File: src/rtl/uart_pkg.sv
// uart_pkg: shared UART constants, FSM state encodings and frame-length helper.
package uart_pkg;

    localparam logic [1:0] IDLE  = 2'd0;
    localparam logic [1:0] START = 2'd1;
    localparam logic [1:0] DATA  = 2'd2;
    localparam logic [1:0] STOP  = 2'd3;

    localparam int UART_CLKS_PER_BIT_9600 = 192;
    localparam int UART_FRAME_CLKS_8N1    = 10 * UART_CLKS_PER_BIT_9600;
    localparam int UART_FRAME_CLKS_8N2    = 11 * UART_CLKS_PER_BIT_9600;

    function automatic int uart_frame_clks(input int clks_per_bit, input int stop_bits);
        return (9 + stop_bits) * clks_per_bit;
    endfunction

endpackage

File: src/rtl/uart_baud_counter.sv
// uart_baud_counter: counts 0..CLKS_PER_BIT-1 and flags the last cycle of each bit period.
module uart_baud_counter #(
    parameter int CLKS_PER_BIT = 192
) (
    input  logic clk,
    input  logic rst_n,
    input  logic clear,
    output logic bit_done
);

    localparam int W = $clog2(CLKS_PER_BIT);
    localparam logic [W-1:0] LAST = W'(CLKS_PER_BIT - 1);

    logic [W-1:0] cnt;

    assign bit_done = cnt == LAST;

    always_ff @(posedge clk or negedge rst_n)
        if (!rst_n) cnt <= '0;
        else        cnt <= (clear || bit_done) ? '0 : cnt + 1'b1;

endmodule

File: src/rtl/uart_tx.sv
// uart_tx: 8N1/8N2 UART transmitter with a one-byte holding register on a valid/ready input.
module uart_tx
    import uart_pkg::*;
#(
    parameter int CLKS_PER_BIT = UART_CLKS_PER_BIT_9600,
    parameter int STOP_BITS    = 1
) (
    input  logic       clk,
    input  logic       rst_n,
    input  logic [7:0] data_in,
    input  logic       data_valid,
    output logic       ready,
    output logic       serial_out,
    output logic       busy
);

    logic [1:0] state;
    logic [7:0] hold;
    logic [7:0] shifter;
    logic       full;
    logic [2:0] idx;
    logic       bit_done;
    logic       accept;
    logic       last_stop;
    logic       load;

    // Every non-IDLE transition happens on bit_done, where the counter wraps by itself,
    // so holding it clear in IDLE is enough to restart it on every state entry.
    uart_baud_counter #(.CLKS_PER_BIT(CLKS_PER_BIT)) u_baud (
        .clk      (clk),
        .rst_n    (rst_n),
        .clear    (state == IDLE),
        .bit_done (bit_done)
    );

    assign accept    = data_valid && ready;
    assign last_stop = idx == 3'(STOP_BITS - 1);
    assign load      = full && (state == IDLE || (state == STOP && bit_done && last_stop));
    assign busy      = state != IDLE;

    always_ff @(posedge clk or negedge rst_n) begin
        if (!rst_n) begin
            state      <= IDLE;
            hold       <= '0;
            shifter    <= '0;
            full       <= 1'b0;
            idx        <= '0;
            ready      <= 1'b1;
            serial_out <= 1'b1;
        end else begin
            serial_out <= state == START ? 1'b0 : state == DATA ? shifter[0] : 1'b1;
            // ready only rises the cycle after the holding register has emptied
            if (accept) begin
                hold  <= data_in;
                full  <= 1'b1;
                ready <= 1'b0;
            end else begin
                if (load) full <= 1'b0;
                if (!full) ready <= 1'b1;
            end
            if (load) shifter <= hold;
            else if (state == DATA && bit_done) shifter <= shifter >> 1;
            case (state)
                IDLE:  if (full) state <= START;
                START: if (bit_done) state <= DATA;
                DATA:  if (bit_done) begin
                    idx <= idx + 3'd1;
                    if (idx == 3'd7) state <= STOP;
                end
                default: if (bit_done) begin
                    if (last_stop) begin
                        idx   <= '0;
                        state <= full ? START : IDLE;
                    end else begin
                        idx <= idx + 3'd1;
                    end
                end
            endcase
        end
    end

endmodule
File: config.mk
export PLATFORM = sky130hd
export DESIGN_NAME = uart_tx
export DESIGN_NICKNAME = d
export VERILOG_FILES = /design/src/rtl/uart_pkg.sv /design/src/rtl/uart_baud_counter.sv /design/src/rtl/uart_tx.sv
export SDC_FILE = /design/constraint.sdc
export NUM_CORES = 1
export LEC_CHECK = 0
export ABC_AREA = 0
export CORE_AREA = 4 4 76 78
export DETAILED_ROUTE_END_ITERATION = 8
export DIE_AREA = 0 0 80 82
export GPL_ROUTABILITY_DRIVEN = 1
export GPL_TIMING_DRIVEN = 0
export PLACE_DENSITY = 0.48
export SLEW_MARGIN = 20
export SYNTH_ARGS = -nofsm -noshare
export SYNTH_HDL_FRONTEND = slang
export SYNTH_SLANG_ARGS = --single-unit
File: constraint.sdc
create_clock -name clk -period 4.85 [get_ports clk]
set_input_delay 1.455 -clock clk [delete_from_list [all_inputs] [get_ports clk]]
set_output_delay 1.455 -clock clk [all_outputs]
set_load 0.05 [all_outputs]
==> results.md <==
* Run status: finished clean
* Share of layout cells above drive strength 1 at 12.7%
* Core Area at 5070 um2
* Row cnt at 26
* Synth area leader: dfrtp_1
* Mapped Nets at 155
* Reg-to-Reg Start: state[0]
* Global-route wire length before repair at 5000 um
* DR WL/cell at 12.0 um
* Type of element launching the critical path: register
* Most frequent cells in the layout: dfrtp_1, nand2_1, clkdlybuf4s50_1
* Max-slew headroom at 66.6%
* Drt first-iter violations at 41
* Final count of pins violating max slew at 0
* Crit Path Max Fanout at 9
* Clock Pin Slew Worst Setup and Hold Paths at 0.06 ns
* Worst setup path endpoint: busy
* Register area at 803 um2
* Reg2reg path depth at 7
* Post-CTS setup buffer count at 0
* Initial antenna violation count at 0
* Mapped Avg Cell Area at 11.5 um2
* Worst clock skew at 0.00823 ns
* Dpl cell area at 1790 um2
* Vias in the first global route at 1107
* Final WS setup at 1.30 ns
* CTS H-Tree Depth at 2
* ANT cells at 0
* Routed WL at 2730 um
* Final worst path period need at 3.55 ns
* Pleak at 0.894 nW
* Dpl cells at 219
* Synth unique cells at 30
* Critical Path Sink Type: output pin
* TNS Setup at 0 ns
* Warnings, synthesis at 0
* Die width at 80 um
* GP Congestion at 0.734
* Largest net degree at the start of global routing at 33
* Non-filler cells, final at 227
* Total power at 0.600 mW
* Gr ovfl total at 0
* Max Clk Rate at 0.282 GHz
* Worst vdd ir at 0.000156 V
* Setup violators final at 0
* I/O pin cnt at 14
* Req. time, crit path at 3.39 ns
* Ratio of routed vias to standard cells at 4.48
* Die H at 82 um
* CTS root buf: clkbuf_8
* ANT nets after route at 0
* Mapped Cells at 135
* Power per cell area at 318 nW/um2
* Sum of net half-perimeters after detailed placement at 1990 um
* Number of clock sinks at 32
* FF-to-FF setup slack at 2.86 ns
* Commonest non-fill, non-tap cell in the layout: dfrtp_1
* Ys async rst share at 100%
* Hold slack at 0.458 ns
* Clock latency at the later pin of the worst-skew pair at 0.28 ns
* Period utilisation layout at 73.1%
* Port Buf Inserts at 13
* Final core occ at 37.2%
* Critical path origin: state[0]
* Worst slew pin tran at 0.500 ns
* Post-synthesis sequential element count at 32
* RSZ-0062 raised after global routing: false
* WHS Path Cells at 1
* Mapped Area at 1550 um2
* Max-cap violations at 0
* Fin. Hold Viols at 0
* Sequential share of the synthesized area at 51.7%
* GRT Overall Usage at 9.94%
* Final nets at 176
* CTS tree: built
* Drt pass-1 iters at 2
* EDFF count, synth at 0
* WS Path Type: register to output pin
* TritonCTS buffer count at 5
* Drc violations at 0
* Max clock buf depth at 2
* Post-synth top area share at 48.3%
* Area of the multi-input gates at 692 um2
* Starting Density at 30.6%
* Primary FF master, synth: dfrtp_1
* Post-place setup slack at 1.59 ns
* Class of the worst hold path: register to register
* Area delta synth->final at 21.4%
* Crit path DAT at 2.09 ns
* Cts hold-fix bufs at 0
* Die area at 6560 um2
* Synth top area cells: dfrtp_1, mux2_1, ha_1, mux2i_1, nand2_1
* RR Endpoint: state[1]
* Vias at 1018
* Design area at 1890 um2
* Fillers at 525
* # resized after CTS at 0
==> per-layer routing <==
metal | wire length (um) | track usage (%) | vias to the layer above | part of all wire [%]
met1 | 1270 | 11.4 | 490 | 46
li1 | - | - | 503 | -
met2 | 1320 | 17.3 | 21 | 48
met4 | 38 | 4.05 | 0 | 1.4
met5 | 0 | 0 | - | 0
met3 | 105 | 2.96 | 4 | 3.8
==> power breakdown <==
part | switching (mW) | total [mW] | internal, mW | leakage, nW
clock network | 0.0937 | 0.223 | 0.129 | 0.0515
logic | 0.0232 | 0.0550 | 0.0318 | 0.441
registers | 0.0181 | 0.322 | 0.304 | 0.402
==> cells in the mapped netlist, types with 3 or more instances <==
cell type / count
nand2_1: 15
dfrtp_1: 30
mux2i_1: 7
a21oi_1: 3
inv_1: 9
xor2_1: 4
nor2_1: 8
o21ai_1: 9
and3_1: 3
ha_1: 9
nand3_1: 3
buf_2: 4
mux2_1: 11
==> state kept, by name, indices dropped and copies added, names as in the netlist <==
| register | count |
|---|---|
| idx | 3 |
| ready | 1 |
| state | 2 |
| full | 1 |
| shifter | 8 |
| hold | 8 |
| u_baud.cnt | 8 |
| serial_out | 1 |
==> critical path, cell delays in order, from the launching register on <==
cell	delay, ns
dfrtp_1	0.42
inv_1	0.09
ha_1	0.19
buf_2	0.19
inv_2	0.11
clkdlybuf4s50_1	0.81
==> cell type report <==
class / count / share of cell area [%]
multi-input cells: 89 / 36.7
inverters: 10 / 1.99
well taps: 70 / 4.64
repair buffers: 14 / 7.70
clock buffers: 8 / 5.31
plain buffers: 4 / 1.06
flip-flops and latches: 32 / 42.6
==> worst min path at each step <==
stage	start	to	slack, ns
5_1_grt	u_baud.cnt[0]	u_baud.cnt[0]	0.51
6_report	u_baud.cnt[0]	u_baud.cnt[0]	0.46
3_3_place_gp	u_baud.cnt[0]	u_baud.cnt[0]	0.44
4_1_cts	u_baud.cnt[0]	u_baud.cnt[0]	0.47
3_5_place_dp	u_baud.cnt[0]	u_baud.cnt[0]	0.46
2_1_floorplan	u_baud.cnt[0]	u_baud.cnt[0]	0.42
==> logic make-up (layout without fill, tap and decap cells) <==
kind of cell / after synthesis / after routing / share of synthesized area [%]
XOR/XNOR: 6 / 6 / 3.38
adder cells (fa/ha/maj): 9 / 9 / 7.25
AO/OA/AOI/OAI: 21 / 21 / 10.7
multiplexers: 18 / 18 / 12.5
flip-flops: 32 / 32 / 51.7
AND/OR/NAND/NOR: 35 / 35 / 10.7
buffers and inverters: 14 / 36 / 3.71
Note: power is estimated with default switching activity, not from simulation.
